[src/rtl/hex_keypad_scanner.sv]
// hex_keypad_scanner: scans a 4x4 active-low keypad, debounces presses and shifts accepted keys into digit
// Ports: clk; rst (async, active-high); row (one-cold row drive); col (pulled-up columns, 0 = closed);
//        clr (sync digit clear); digit (last four keys, newest in [3:0]); key_code ({r,c} of last key);
//        key_valid (one-cycle accept pulse)
module hex_keypad_scanner #(
  parameter logic [15:0] SCAN_DIV = 16'd50000,
  parameter logic [19:0] DEBOUNCE = 20'd500000
) (
  input  logic        clk,
  input  logic        rst,
  output logic [3:0]  row,
  input  logic [3:0]  col,
  input  logic        clr,
  output logic [15:0] digit,
  output logic [3:0]  key_code,
  output logic        key_valid
);
  typedef enum logic [1:0] {SCAN, DEB, HOLD} state_t;
  state_t      state, state_n;
  logic [3:0]  c1, cs, pat, z;
  logic [1:0]  row_sel, row_sel_n, r, c, c_n;
  logic [19:0] cnt, cnt_n;
  logic        one_zero, latch, accept;
  assign z = ~cs;
  // a single closed column in the driven row; multi-key chords are ignored
  assign one_zero = (z != 4'd0) && ((z & (z - 4'd1)) == 4'd0);
  assign c_n = z[0] ? 2'd0 : z[1] ? 2'd1 : z[2] ? 2'd2 : 2'd3;
  always_comb begin
    state_n   = state;
    cnt_n     = cnt;
    row_sel_n = row_sel;
    latch     = 1'b0;
    accept    = 1'b0;
    case (state)
      SCAN: begin
        if (cnt == {4'd0, SCAN_DIV - 16'd1}) begin
          cnt_n = '0;
          if (one_zero) begin
            latch   = 1'b1;
            state_n = DEB;
          end else row_sel_n = row_sel + 2'd1;
        end else cnt_n = cnt + 20'd1;
      end
      DEB: begin
        if (cs != pat) begin
          state_n   = SCAN;
          cnt_n     = '0;
          row_sel_n = r + 2'd1;
        end else if (cnt == DEBOUNCE - 20'd1) begin
          accept  = 1'b1;
          state_n = HOLD;
          cnt_n   = '0;
        end else cnt_n = cnt + 20'd1;
      end
      HOLD: begin
        if (cs != 4'hF) cnt_n = '0;
        else if (cnt == DEBOUNCE - 20'd1) begin
          state_n   = SCAN;
          cnt_n     = '0;
          row_sel_n = 2'd0;
        end else cnt_n = cnt + 20'd1;
      end
      default: begin
        state_n = SCAN;
        cnt_n   = '0;
      end
    endcase
  end
  always_ff @(posedge clk or posedge rst) begin
    if (rst) begin
      state     <= SCAN;
      cnt       <= '0;
      row_sel   <= 2'd0;
      row       <= 4'b1110;
      c1        <= 4'hF;
      cs        <= 4'hF;
      pat       <= 4'hF;
      r         <= 2'd0;
      c         <= 2'd0;
      digit     <= '0;
      key_code  <= '0;
      key_valid <= 1'b0;
    end else begin
      state     <= state_n;
      cnt       <= cnt_n;
      row_sel   <= row_sel_n;
      // row is registered from the next row_sel so it always matches row_sel
      row       <= ~(4'b0001 << row_sel_n);
      c1        <= col;
      cs        <= c1;
      if (latch) begin
        r   <= row_sel;
        c   <= c_n;
        pat <= cs;
      end
      key_valid <= accept;
      if (accept) key_code <= {r, c};
      digit     <= clr ? 16'h0 : accept ? {digit[11:0], r, c} : digit;
    end
  end
endmodule

[config.mk]
export PLATFORM = sky130hd
export DESIGN_NAME = hex_keypad_scanner
export DESIGN_NICKNAME = d
export VERILOG_FILES = /design/src/rtl/hex_keypad_scanner.sv
export SDC_FILE = /design/constraint.sdc
export NUM_CORES = 1
export LEC_CHECK = 0
export ABC_AREA = 1
export CORE_UTILIZATION = 40
export CTS_BUF_LIST = sky130_fd_sc_hd__clkbuf_16
export CTS_CLUSTER_DIAMETER = 120
export CTS_CLUSTER_SIZE = 8
export DETAILED_ROUTE_END_ITERATION = 7
export GPL_TIMING_DRIVEN = 0
export HOLD_SLACK_MARGIN = 0.06
export SYNTH_ARGS = -nofsm -noshare
export SYNTH_HDL_FRONTEND = slang
export SYNTH_SLANG_ARGS = --single-unit
[constraint.sdc]
create_clock -name clk -period 3.8 [get_ports clk]
set_clock_uncertainty 0.05 [all_clocks]
set_input_delay 0.38 -clock clk [delete_from_list [all_inputs] [get_ports clk]]
set_output_delay 0.38 -clock clk [all_outputs]
set_load 0.005 [all_outputs]
; Word level (Yosys, flattened, before mapping)
; Index checks and enable logic that the tools add are counted.
[classes]
addsub = 4
n_eq_ne = 11
shift = 1
muxes = 29
n_bitwise = 3
n_reduce_logical = 6
[op_table]
columns = operator, n
row1 = $mux W20, 4
row2 = $pmux W20 S3, 1
row3 = $mux W16, 2
row4 = $mux W2, 13
row5 = $add A20 B1 Y20 const B, 1
row6 = $eq A20 B16 Y1 const B, 1
row7 = $eq A20 B19 Y1 const B, 1
row8 = $pmux W2 S3, 2
row9 = $ne A2 B2 Y1 const B, 4
row10 = $not A4 Y4, 2
row11 = $mux W1, 7
row12 = $reduce_and A5 Y1, 1
row13 = $add A2 B1 Y2 const B, 2
row14 = $and A4 B4 Y4, 1
row15 = $logic_not A4 Y1, 1
row16 = $ne A4 B4 Y1, 1
row17 = $ne A4 B4 Y1 const B, 1
row18 = $reduce_bool A4 Y1, 1
row19 = $shl A1 B2 Y4 const A, 1
row20 = $sub A4 B1 Y4 const B, 1
row21 = $ne A3 B3 Y1 const B, 1
row22 = $eq A2 B1 Y1 const B, 1
row23 = $eq A2 B2 Y1 const B, 1
row24 = $logic_not A2 Y1, 1
row25 = other kinds (2), 2
[totals]
regBits = 65
inputBits = 7
out_inout_bits = 25
word_cells = 66

; Depth between registers and ports, before layout
[depth]
word_depth = 10
depth_mapped = 12
mapped_depth_nobuf = 12

; Worst setup path before layout
; Ideal clock, no wire load.
[synth_path]
path_kind = register to register
start = register cnt[0]
end = register cnt[13]
setup_ps = 120
arrival_time_ps = 1478
required_time_ps = 3630
setup_slack_ps = 2153
stages_incl_launch_ff = 12
n_path_buf = 1
period_less_slack_ps = 1647
path_cell_list = dfrtp_1 -> ha_1 -> nand2_2 -> inv_2 -> nand2_1 -> nor2_1 -> nand3b_1 -> nand2_1 -> nand3_4 -> inv_2 -> buf_6 -> nor2_1
[synth_via]
elab_chain_cells = 4
elab_cells_between_ends = 8
cone_classes = add/sub (1) / eq/ne (2) / mux (5)
[synth_lines]
columns = item, line_no
row1 = start: declaration, 22  ; logic [19:0] cnt, cnt_n;
row2 = start signal: assignment, 85  ; cnt <= cnt_n;
row3 = $add A20 B1 Y20 or $eq A20 B19 Y1 (tied branches), n/a
row4 = $mux W20, "49, 57"
row5 = $mux W20 (on tied branches), "56, 45"
row6 = $pmux W20 S3 (*), 34  ; case (state)
row7 = via cnt_n[13], 22
; The timed path passes the listed nets; every way through them passes the cells marked *.
; A chain may end at the register's enable or synchronous reset.

; Worst setup path after layout
[layout_path]
start = register cnt[0]
end = register cnt[4]
; The elaborated chain is that of the path after synthesis.

==> flow_metrics.py <==
metrics = {
    "outcome": {
        "status": "finished, final reports clean",
    },
    "routing": {
        "final_antenna_net_count": 0,
        "firstDrtPassIters": 4,
        "drc_errors": 0,
        "wl_per_cell_um": 11.4,
        "drtIter0Drc": 106,
        "vias_per_cell": 4.58,
        "dr_total_vias": 2342,
        "drt_wl_total_um": 5850,
    },
    "power": {
        "comb_power_share_pct": 2.9,
        "netSwitchingPower_mw": 0.302,
        "power_mw": 1.44,
        "p_leak_nw": 1.79,
        "swShare_pct": 21.0,
        "power_frac_seq_pct": 48.8,
        "power.share.clock_pct": 48.2,
        "ir_drop_mv": 0.196,
        "power_density_nw_per_um2": 385,
        "p_int_mw": 1.14,
    },
    "floorplanning": {
        "boundaryPins": 32,
        "die_width_um": 89.2,
        "rows": 31,
        "initial_utilization_pct": 41.7,
        "die_h_um": 89.2,
        "dieArea_um2": 7950,
        "core_area_um2": 7290,
    },
    "finish": {
        "layout-drive-gt1-share_pct": 14.6,
        "diodes": 0,
        "ff_latch_area_um2": 1650,
        "fin_nets": 416,
        "multi_input_area_um2": 1180,
        "synthToLayoutAreaGrowth_pct": 23.3,
        "mostFrequentLayoutCells": "108 x nand2_1, 51 x nor2_1, 50 x dfrtp_1",
        "fill_cells": 731,
        "layout_commonest_cell": "nand2_1",
    },
    "setup_path": {
        "crit_path_max_fanout": 10,
        "crit_chain": "ha_1 -> nand2_2 -> inv_2 -> nand2_1 -> nor2_1 -> nand3b_1 -> nand2_1 -> nand3_4 -> inv_2 -> buf_6 -> nor2_1",
        "end_kind": "flop",
        "startpoint_type": "flop",
        "cp.required_ns": 3.96,
        "path_depth": 11,
        "crit_buf_inv": 3,
        "crit_arrival_ns": 2.12,
        "r2r_cells": 11,
        "path_class": "flop to flop",
        "crit_path_max_incr_delay_ns": 0.36,
        "slowest_stage": "dfrtp_1",
        "cp_top_family": "simple AND/OR/NAND/NOR gates",
    },
    "timing": {
        "hold_viol": 0,
        "worst_slew_pin_slew_ns": 0.578,
        "drv_slew": 0,
        "period_share_pct": 51.5,
        "rsz0062_at_grt": "no",
        "fin_crit_ns": 1.96,
        "fmax_mhz": 511,
        "relSlewSlack_pct": 61.4,
        "setup_viol_count_final": 0,
        "setup_tns_ns": 0,
    },
    "clock_tree": {
        "cts_root_buffer": "clkbuf_16",
        "cts_hold_buf": 0,
        "post_cts_buffers": 0,
        "clock_latency_ns": 0.32,
        "h-tree-depth": 3,
        "cts_resized": 0,
        "cts_made_buffers": 9,
        "cts_max_path_buffers": 2,
        "clock-sinks": 65,
        "clk_pin_slew_ns": 0.05,
        "cts_tree": "built",
    },
    "place": {
        "port_buffers": 31,
        "dp.final_hpwl_um": 4280,
        "gp_congestion": 0.781,
    },
    "synthesis": {
        "synth_nets": 373,
        "yosys_warnings": 0,
        "ys_dominant_reg_cell": "dfrtp_1",
        "netlist_instances": 365,
        "netlist_area_um2": 3040,
        "synth_edf_count": 0,
        "avgSynthCellArea_um2": 8.33,
        "ys_ff_latch": 65,
        "async_reset_ff_share_pct": 100,
        "synth-seq-area-share_pct": 54.1,
        "ys_types": 33,
    },
    "flow_run": {
        "drv_cap": 0,
    },
    "grt": {
        "grt_pass1_vias": 2279,
        "grt_pass1_wl_um": 10300,
        "grt_overflow_total": 0,
        "antenna_found_initial": 0,
        "grt.total_usage_pct": 17.2,
        "grt_max_degree": 40,
    },
    "worst_hold_path": {
        "hold_depth": 0,
        "hold_path.class": "flop to flop",
    },
}
-- metal layers --
metal / up-vias / share of wire [%] / global-route usage, %
met1: 1079 / 50 / 23.1
li1: 1223 / - / -
met2: 34 / 46 / 26.9
met3: 6 / 2.7 / 3.32
met4: 0 / 0.79 / 7.94
met5: - / 0 / 0
-- power by group through the flow --
| stage | registers, mW | logic [mW] | clock network (mW) |
|---|---|---|---|
| after CTS | 0.704 | 0.0438 | 0.718 |
| after detailed placement | 0.716 | 0.0440 | 0 |
| after floorplan | 0.715 | 0.0256 | 0 |
| after global placement | 0.715 | 0.0404 | 0 |
| after global routing | 0.704 | 0.0493 | 0.751 |
| final | 0.705 | 0.0423 | 0.696 |
-- final cells by class --
| class | instances | share of cell area [%] |
|---|---|---|
| plain buffers | 6 | 1.24 |
| clock buffers | 9 | 6.01 |
| clock inverters | 6 | 0.735 |
| inverters | 45 | 4.54 |
| multi-input cells | 249 | 31.4 |
| flip-flops and latches | 65 | 43.9 |
| well taps | 99 | 3.31 |
| repair buffers | 32 | 8.82 |
-- state kept, by name, indices dropped and copies added, names as in the netlist --
register / count
key_valid: 1
pat: 4
row: 4
state: 2
c1: 4
cnt: 20
c: 2
row_sel: 2
r: 2
key_code: 4
digit: 16
cs: 4
-- final timing paths --
kind	start	to	slack, ns
max reg2reg	cnt[0]$_DFF_PP0_	cnt[4]$_DFF_PP0_	1.84
min	c1[3]$_DFF_PP1_	cs[3]$_DFF_PP1_	0.30
max	cnt[0]$_DFF_PP0_	cnt[4]$_DFF_PP0_	1.84
max in group asynchronous	rst	row[2]$_DFF_PP1_	2.65
min in group asynchronous	rst	cnt[4]$_DFF_PP0_	0.40
min reg2reg	c1[3]$_DFF_PP1_	cs[3]$_DFF_PP1_	0.30
-- cells by family after synthesis --
| group | Yosys count | synth area share [%] |
|---|---|---|
| AOI/OAI and AO/OA | 34 | 6.42 |
| buffers and inverters | 51 | 7.12 |
| and+or+nand+nor | 207 | 29.9 |
| DFF | 65 | 54.1 |
| adders and majority gates | 1 | 0.412 |
| xor gates and xnor gates | 7 | 2.02 |
-- synthesized netlist by cell type, types with 3 or more instances --
master / instances / area (um^2)
a21oi_1: 5 / 25.0
dfrtp_1: 50 / 1250
dfstp_2: 15 / 394
inv_1: 36 / 135
inv_2: 8 / 30.0
nand2_1: 108 / 405
nand2_2: 5 / 31.3
nand3_1: 23 / 115
nand3b_1: 3 / 22.5
nor2_1: 51 / 191
nor2_4: 3 / 33.8
nor3_1: 4 / 20.0
nor3_2: 3 / 30.0
o21ai_0: 12 / 60.1
o21ai_1: 7 / 35.0
o21ai_2: 3 / 26.3
o31ai_1: 3 / 22.5
xor2_1: 5 / 43.8
-- metrics by stage --
stage	cells	utilization [%]	worst slack [ns]	hold WS [ns]	cell area, um^2
after CTS	511	51.4	1.83	0.305	3750
after global placement	495	47.6	0.623	0.295	3470
after detailed placement	496	47.9	1.84	0.297	3490
after global routing	511	51.4	1.64	0.309	3750
after floorplan	365	-	1.77	0.295	3040
final	511	51.4	1.84	0.304	3750
-- worst register-to-register path: stages (launching register included) --
cell,delay (ns)
dfrtp_1,0.36
ha_1,0.19
nand2_2,0.09
inv_2,0.07
nand2_1,0.08
nor2_1,0.21
nand3b_1,0.19
nand2_1,0.15
nand3_4,0.12
inv_2,0.13
buf_6,0.15
nor2_1,0.05
No activity file was read; power rests on OpenSTA's default activity.
